==> src/rtl/bus_master_if.sv <==
// Host command port plus register-bus wires for the bus initiator.
// Bus layout: bus_in = {clk, reset_l, addr, re, we, wr_data}; bus_out = {rd_data, rd_ack, wr_ack, irq}.
// master = initiator view, slave = host/bus-side view (testbench or bridge).
interface bus_master_if #(
    parameter int BUS_ADDR_WIDTH = 16,
    parameter int BUS_DATA_WIDTH = 32
);
    localparam int BUS_IN_WIDTH  = BUS_ADDR_WIDTH + BUS_DATA_WIDTH + 4;
    localparam int BUS_OUT_WIDTH = BUS_DATA_WIDTH + 3;

    logic [BUS_IN_WIDTH-1:0]   bus_in;
    logic [BUS_OUT_WIDTH-1:0]  bus_out;
    logic                      req_valid;
    logic                      req_ready;
    logic                      req_we;
    logic [BUS_ADDR_WIDTH-1:0] req_addr;
    logic [BUS_DATA_WIDTH-1:0] req_wr_data;
    logic                      rsp_valid;
    logic                      rsp_ready;
    logic [BUS_DATA_WIDTH-1:0] rsp_rd_data;
    logic                      rsp_err;
    logic                      irq;

    modport master (
        output bus_in, req_ready, rsp_valid, rsp_rd_data, rsp_err, irq,
        input  bus_out, req_valid, req_we, req_addr, req_wr_data, rsp_ready
    );

    modport slave (
        input  bus_in, req_ready, rsp_valid, rsp_rd_data, rsp_err, irq,
        output bus_out, req_valid, req_we, req_addr, req_wr_data, rsp_ready
    );
endinterface

==> src/rtl/bus_master.sv <==
// Register-bus initiator: one host read/write at a time, single-cycle strobe, waits for ack or times out.
// Latency: request accepted cycle 0, strobe cycle 1, earliest ack cycle 2, rsp_valid cycle 3.
// Backpressure: req_ready only in IDLE; response held stable in RESP until rsp_ready.
module bus_master #(
    parameter int TIMEOUT        = 255,
    parameter int BUS_ADDR_WIDTH = 16,
    parameter int BUS_DATA_WIDTH = 32
) (
    input  logic           bus_clk,
    input  logic           bus_reset,
    bus_master_if.master   bus
);
    localparam int AW = BUS_ADDR_WIDTH;
    localparam int DW = BUS_DATA_WIDTH;
    localparam logic [15:0] CNT_LAST = 16'(TIMEOUT - 1);

    // bus_out field positions
    localparam int IRQ_BIT    = 0;
    localparam int WR_ACK_BIT = 1;
    localparam int RD_ACK_BIT = 2;
    localparam int RD_DAT_LSB = 3;

    typedef enum logic [1:0] {S_IDLE, S_STROBE, S_WAIT, S_RESP} state_t;

    state_t          state_q, state_d;
    logic [AW-1:0]   addr_q, addr_d;
    logic [DW-1:0]   wdata_q, wdata_d;
    logic            is_wr_q, is_wr_d;
    logic            re_q, re_d;
    logic            we_q, we_d;
    logic [15:0]     cnt_q, cnt_d;
    logic            rsp_valid_q, rsp_valid_d;
    logic [DW-1:0]   rsp_rd_data_q, rsp_rd_data_d;
    logic            rsp_err_q, rsp_err_d;
    logic            irq_q, irq_d;

    logic            ack_match;
    logic            unused_addr_bits;

    // Byte-lane bits of the host address never reach the bus.
    assign unused_addr_bits = ^bus.req_addr[1:0];

    // Only the ack matching the latched transaction type counts.
    assign ack_match = is_wr_q ? bus.bus_out[WR_ACK_BIT] : bus.bus_out[RD_ACK_BIT];

    // Next-state and next-output logic for the request/strobe/wait/response sequence.
    always_comb begin
        state_d       = state_q;
        addr_d        = addr_q;
        wdata_d       = wdata_q;
        is_wr_d       = is_wr_q;
        re_d          = re_q;
        we_d          = we_q;
        cnt_d         = cnt_q;
        rsp_valid_d   = rsp_valid_q;
        rsp_rd_data_d = rsp_rd_data_q;
        rsp_err_d     = rsp_err_q;
        irq_d         = bus.bus_out[IRQ_BIT];

        case (state_q)
            S_IDLE: begin
                if (bus.req_valid) begin
                    addr_d  = {bus.req_addr[AW-1:2], 2'b00};
                    wdata_d = bus.req_wr_data;
                    is_wr_d = bus.req_we;
                    re_d    = ~bus.req_we;
                    we_d    = bus.req_we;
                    state_d = S_STROBE;
                end
            end
            S_STROBE: begin
                re_d    = 1'b0;
                we_d    = 1'b0;
                cnt_d   = 16'd0;
                state_d = S_WAIT;
            end
            S_WAIT: begin
                if (ack_match) begin
                    rsp_valid_d   = 1'b1;
                    rsp_err_d     = 1'b0;
                    rsp_rd_data_d = is_wr_q ? '0 : bus.bus_out[RD_DAT_LSB +: DW];
                    state_d       = S_RESP;
                end else if (cnt_q == CNT_LAST) begin
                    rsp_valid_d   = 1'b1;
                    rsp_err_d     = 1'b1;
                    rsp_rd_data_d = '1;
                    state_d       = S_RESP;
                end else begin
                    cnt_d = cnt_q + 16'd1;
                end
            end
            S_RESP: begin
                if (bus.rsp_ready) begin
                    rsp_valid_d = 1'b0;
                    state_d     = S_IDLE;
                end
            end
            default: state_d = S_IDLE;
        endcase
    end

    // State register; reset aborts any transaction and drops strobes immediately.
    always_ff @(posedge bus_clk or posedge bus_reset) begin
        if (bus_reset) begin
            state_q       <= S_IDLE;
            addr_q        <= '0;
            wdata_q       <= '0;
            is_wr_q       <= 1'b0;
            re_q          <= 1'b0;
            we_q          <= 1'b0;
            cnt_q         <= 16'd0;
            rsp_valid_q   <= 1'b0;
            rsp_rd_data_q <= '0;
            rsp_err_q     <= 1'b0;
            irq_q         <= 1'b0;
        end else begin
            state_q       <= state_d;
            addr_q        <= addr_d;
            wdata_q       <= wdata_d;
            is_wr_q       <= is_wr_d;
            re_q          <= re_d;
            we_q          <= we_d;
            cnt_q         <= cnt_d;
            rsp_valid_q   <= rsp_valid_d;
            rsp_rd_data_q <= rsp_rd_data_d;
            rsp_err_q     <= rsp_err_d;
            irq_q         <= irq_d;
        end
    end

    assign bus.bus_in      = {bus_clk, ~bus_reset, addr_q, re_q, we_q, wdata_q};
    assign bus.req_ready   = (state_q == S_IDLE) & ~bus_reset;
    assign bus.rsp_valid   = rsp_valid_q;
    assign bus.rsp_rd_data = rsp_rd_data_q;
    assign bus.rsp_err     = rsp_err_q;
    assign bus.irq         = irq_q;
endmodule
==> src/flat_wrapper.sv <==
// flat-port wrapper written by rule: the top's interface ports become plain ports
module bus_master_flat 
#(
    parameter int TIMEOUT        = 255,
    parameter int BUS_ADDR_WIDTH = 16,
    parameter int BUS_DATA_WIDTH = 32
)
  (bus_clk, bus_reset, bus_bus_in, bus_req_ready, bus_rsp_valid, bus_rsp_rd_data, bus_rsp_err, bus_irq, bus_bus_out, bus_req_valid, bus_req_we, bus_req_addr, bus_req_wr_data, bus_rsp_ready);
  bus_master_if #(.BUS_ADDR_WIDTH(BUS_ADDR_WIDTH), .BUS_DATA_WIDTH(BUS_DATA_WIDTH)) bus_i ();
  input  logic bus_clk;
  input  logic bus_reset;
  output wire logic [$bits(bus_i.bus_in)-1:0] bus_bus_in;
  output wire logic [$bits(bus_i.req_ready)-1:0] bus_req_ready;
  output wire logic [$bits(bus_i.rsp_valid)-1:0] bus_rsp_valid;
  output wire logic [$bits(bus_i.rsp_rd_data)-1:0] bus_rsp_rd_data;
  output wire logic [$bits(bus_i.rsp_err)-1:0] bus_rsp_err;
  output wire logic [$bits(bus_i.irq)-1:0] bus_irq;
  input wire logic [$bits(bus_i.bus_out)-1:0] bus_bus_out;
  input wire logic [$bits(bus_i.req_valid)-1:0] bus_req_valid;
  input wire logic [$bits(bus_i.req_we)-1:0] bus_req_we;
  input wire logic [$bits(bus_i.req_addr)-1:0] bus_req_addr;
  input wire logic [$bits(bus_i.req_wr_data)-1:0] bus_req_wr_data;
  input wire logic [$bits(bus_i.rsp_ready)-1:0] bus_rsp_ready;
  assign bus_bus_in = bus_i.bus_in;
  assign bus_req_ready = bus_i.req_ready;
  assign bus_rsp_valid = bus_i.rsp_valid;
  assign bus_rsp_rd_data = bus_i.rsp_rd_data;
  assign bus_rsp_err = bus_i.rsp_err;
  assign bus_irq = bus_i.irq;
  assign bus_i.bus_out = bus_bus_out;
  assign bus_i.req_valid = bus_req_valid;
  assign bus_i.req_we = bus_req_we;
  assign bus_i.req_addr = bus_req_addr;
  assign bus_i.req_wr_data = bus_req_wr_data;
  assign bus_i.rsp_ready = bus_rsp_ready;
  bus_master #(.TIMEOUT(TIMEOUT), .BUS_ADDR_WIDTH(BUS_ADDR_WIDTH), .BUS_DATA_WIDTH(BUS_DATA_WIDTH)) u_core (.bus_clk(bus_clk), .bus_reset(bus_reset), .bus(bus_i));
endmodule
==> config.mk <==
export PLATFORM = sky130hd
export DESIGN_NAME = bus_master_flat
export DESIGN_NICKNAME = d
export VERILOG_FILES = /design/src/rtl/bus_master_if.sv /design/src/rtl/bus_master.sv /design/src/flat_wrapper.sv
export SDC_FILE = /design/constraint.sdc
export NUM_CORES = 1
export LEC_CHECK = 0
export ABC_AREA = 1
export BUFFER_PORTS_ARGS = -buffer_cell sky130_fd_sc_hd__buf_2
export CAP_MARGIN = 20
export CORE_ASPECT_RATIO = 0.8
export CORE_MARGIN = 1
export CORE_UTILIZATION = 49
export CTS_CLUSTER_DIAMETER = 60
export DETAILED_ROUTE_END_ITERATION = 8
export GPL_TIMING_DRIVEN = 0
export PLACE_DENSITY = 0.86
export SYNTH_ARGS = -nofsm -noshare
export SYNTH_HDL_FRONTEND = slang
export SYNTH_SLANG_ARGS = --single-unit
==> constraint.sdc <==
create_clock -name bus_clk -period 4.5 [get_ports bus_clk]
set_input_delay 0.675 -clock bus_clk [delete_from_list [all_inputs] [get_ports bus_clk]]
set_output_delay 0.675 -clock bus_clk [all_outputs]
set_load 0.02 [all_outputs]
==> results.ini <==
[status]
status = finished, final reports clean

[timing]
slew-limit-headroom_pct = 58.3
fin_skew_ns = 0.00637
final_max_slew_viol_count = 0
worst_hold_slack_ns = 0.324
hold_vio_cnt_final = 0
max_slew.worst_pin.slew_ns = 0.625
setup_repair_after_global_routing_missed_its_margin = no
finalSetupTns_ns = 0
final_setup_fails = 0

[clocking]
post_cts_resize_count = 0
insertion_delay_ns = 0.45
hold_buffers = 0
cts_tree = done
post_cts_buffers = 0
path_clk_slew_ns = 0.07

[floorplan]
initial_core_util_pct = 50.8
floorplan.die_area_um2 = 9800
die_height_um = 88.7
num_ports = 176
floorplan.rows = 31
die_w_um = 110
core_um2 = 9080

[synth]
share_of_synthesized_registers_carrying_an_async_set_or_reset_pct = 100
synth.yosys.warnings = 0
synth-seq-cells = 102
average_cell_area_after_synthesis_um2 = 8.17
synth.lib_cells_used.distinct = 28
syn_area_um2 = 4610
postSynth.topFlopCell = sky130_fd_sc_hd__dfrtp_1
synth_sequential_area_ratio_pct = 55.4
synth_largest_type_area_fraction_pct = 55.4
postSynthCellCount = 564
netlist.top_cell.by_area = sky130_fd_sc_hd__dfrtp_1
ys_top_cells_by_area = sky130_fd_sc_hd__dfrtp_1, sky130_fd_sc_hd__nand2_1, sky130_fd_sc_hd__nor2_1
synth_edf_count = 0

[worst_setup_path]
timing_worst_setup_path_type = clock port to primary output
critical_path_required_ns = 3.83
signal_arrival_time_at_the_worst_endpoint_ns = 2.76
crit_fanout = 2
critPathLaunchType = clock port
critical_path.endpoint_type = primary output

[placement]
port_buffers = 171
dpl_cell_area_um2 = 5640
global_placer_s_final_weighted_congestion = 0.918
hpwlAfterDp_um = 8240

[finish]
antenna_cells = 0
flow.area_growth_from_synthesis_pct = 30.0
fraction_of_final_layout_cells_with_drive_strength_greater_than_1_pct = 29.1
layout.cell_area.non_filler_um2 = 5990
finalCoreUtilization_pct = 66.0
layout_common_cells = sky130_fd_sc_hd__nand2_1, sky130_fd_sc_hd__buf_2, sky130_fd_sc_hd__dfrtp_1
final_nets = 846
commonest_non_fill_non_tap_cell_in_the_layout = sky130_fd_sc_hd__nand2_1

[grt]
grt_max_degree = 55
grt_first_pass_wirelength_um = 18600
first_global_vias = 4163
grt_antenna_before_repair = 0
gr-usage-all-layers_pct = 23.5
grt-ovfl-total = 0

[power]
total_leakage_power_uw = 0.00325
ir_worst_vdd_uv = 519
pd_cells_nw_per_um2 = 728

[flow_run]
drv_cap = 0

[route]
route.detailed.wl_per_inst_um = 12.9
postRouteWirelength_um = 11200
num_vias = 4257
drt.antenna.violating_nets = 0
vias_per_cell = 4.89
drc = 0
drt_pre_antenna_iters = 4
iteration_0_drc_markers = 212

[hold_path]
min-delay-path-class = input port to asynchronous set/reset pin

==> worst paths after layout <==
kind	from	endpoint	slack, ns	cells after the start
min in group bus_clk	bus_bus_out[0]	u_core.bus.irq$_DFF_PP0_	0.32	1
max	bus_clk	bus_bus_in[51]	1.06	4
max reg2reg	u_core.state_q[0]$_DFFE_PP0P_	u_core.bus.rsp_rd_data[18]$_DFFE_PP0P_	2.52	8
min	bus_reset	u_core.bus.rsp_rd_data[1]$_DFFE_PP0P_	0.32	2
min reg2reg	u_core.addr_q[12]$_DFFE_PP0P_	u_core.addr_q[12]$_DFFE_PP0P_	0.48	2
max in group asynchronous	bus_reset	u_core.wdata_q[0]$_DFFE_PP0P_	3.51	3
==> synth_stat cells, types with 4 or more instances <==
cell	n
sky130_fd_sc_hd__ha_1	7
sky130_fd_sc_hd__inv_1	23
sky130_fd_sc_hd__o21ai_1	6
sky130_fd_sc_hd__nand2_1	210
sky130_fd_sc_hd__o21ai_2	5
sky130_fd_sc_hd__clkbuf_1	9
sky130_fd_sc_hd__buf_2	4
sky130_fd_sc_hd__nor2_1	97
sky130_fd_sc_hd__or2_2	6
sky130_fd_sc_hd__o21ai_0	5
sky130_fd_sc_hd__nand4_1	7
sky130_fd_sc_hd__buf_6	4
sky130_fd_sc_hd__dfrtp_1	102
sky130_fd_sc_hd__nand3_1	23
sky130_fd_sc_hd__buf_1	5
sky130_fd_sc_hd__buf_4	5
sky130_fd_sc_hd__a21oi_1	32
==> stage by stage <==
stage | cells | setup WS [ns] | total power, µW
6_report | 870 | 1.06 | 4360
5_1_grt | 870 | 1.06 | 4660
4_1_cts | 870 | 1.06 | 4400
3_5_place_dp | 852 | 1.33 | 3520
3_3_place_gp | 851 | -0.328 | 3430
2_1_floorplan | 565 | 0.936 | 2840
==> routing by layer <==
metal	vias to the layer above	part of all wire (%)	track usage, %	routed length (µm)
li1	2121	-	-	-
met1	1947	44	28.3	4880
met2	166	47	39.9	5310
met3	23	6.8	6.51	763
met4	0	2.0	11.5	222
met5	-	0	0	0
==> worst max-delay path, stage by stage <==
cell                        delay (ns)
sky130_fd_sc_hd__clkbuf_16        0.12
sky130_fd_sc_hd__clkbuf_16        0.13
sky130_fd_sc_hd__buf_4            0.12
sky130_fd_sc_hd__buf_2            0.15
==> registers in the layout (all words and copies together), names as in the netlist <==
register                cells
u_core.bus.rsp_rd_data     32
u_core.bus.rsp_valid        1
u_core.cnt_q               16
u_core.we_q                 1
u_core.bus.rsp_err          1
u_core.state_q              2
u_core.is_wr_q              1
u_core.re_q                 1
u_core.addr_q              14
u_core.bus.irq              1
u_core.wdata_q             32
==> area by class of cell <==
type / count / area, µm²
fillers: 723 / 3090
repair buffers: 171 / 878
well taps: 115 / 144
plain buffers: 28 / 170
flip-flops and latches: 102 / 2550
clock buffers: 15 / 323
inverters: 26 / 100
multi-input cells: 409 / 1790
clock inverters: 4 / 31.3
==> power breakdown <==
| part | switching (µW) | total, µW | internal [µW] | leakage [µW] |
|---|---|---|---|---|
| logic | 1310 | 1960 | 652 | 0.00182 |
| clock network | 368 | 887 | 519 | 0.000170 |
| registers | 211 | 1510 | 1300 | 0.00126 |
| total | 1890 | 4360 | 2470 | 0.00325 |
==> cells by family after synthesis <==
kind of cell               after synthesis  synth area share, %
AOI/OAI and AO/OA                       51                 6.11
and+or+nand+nor                        346                 30.1
DFF                                    102                 55.4
buffers and inverters                   54                 5.81
xor gates and xnor gates                 3                0.570
other                                    1               0.0814
adders and majority gates                7                 1.90
No activity file was read; power rests on OpenSTA's default activity.
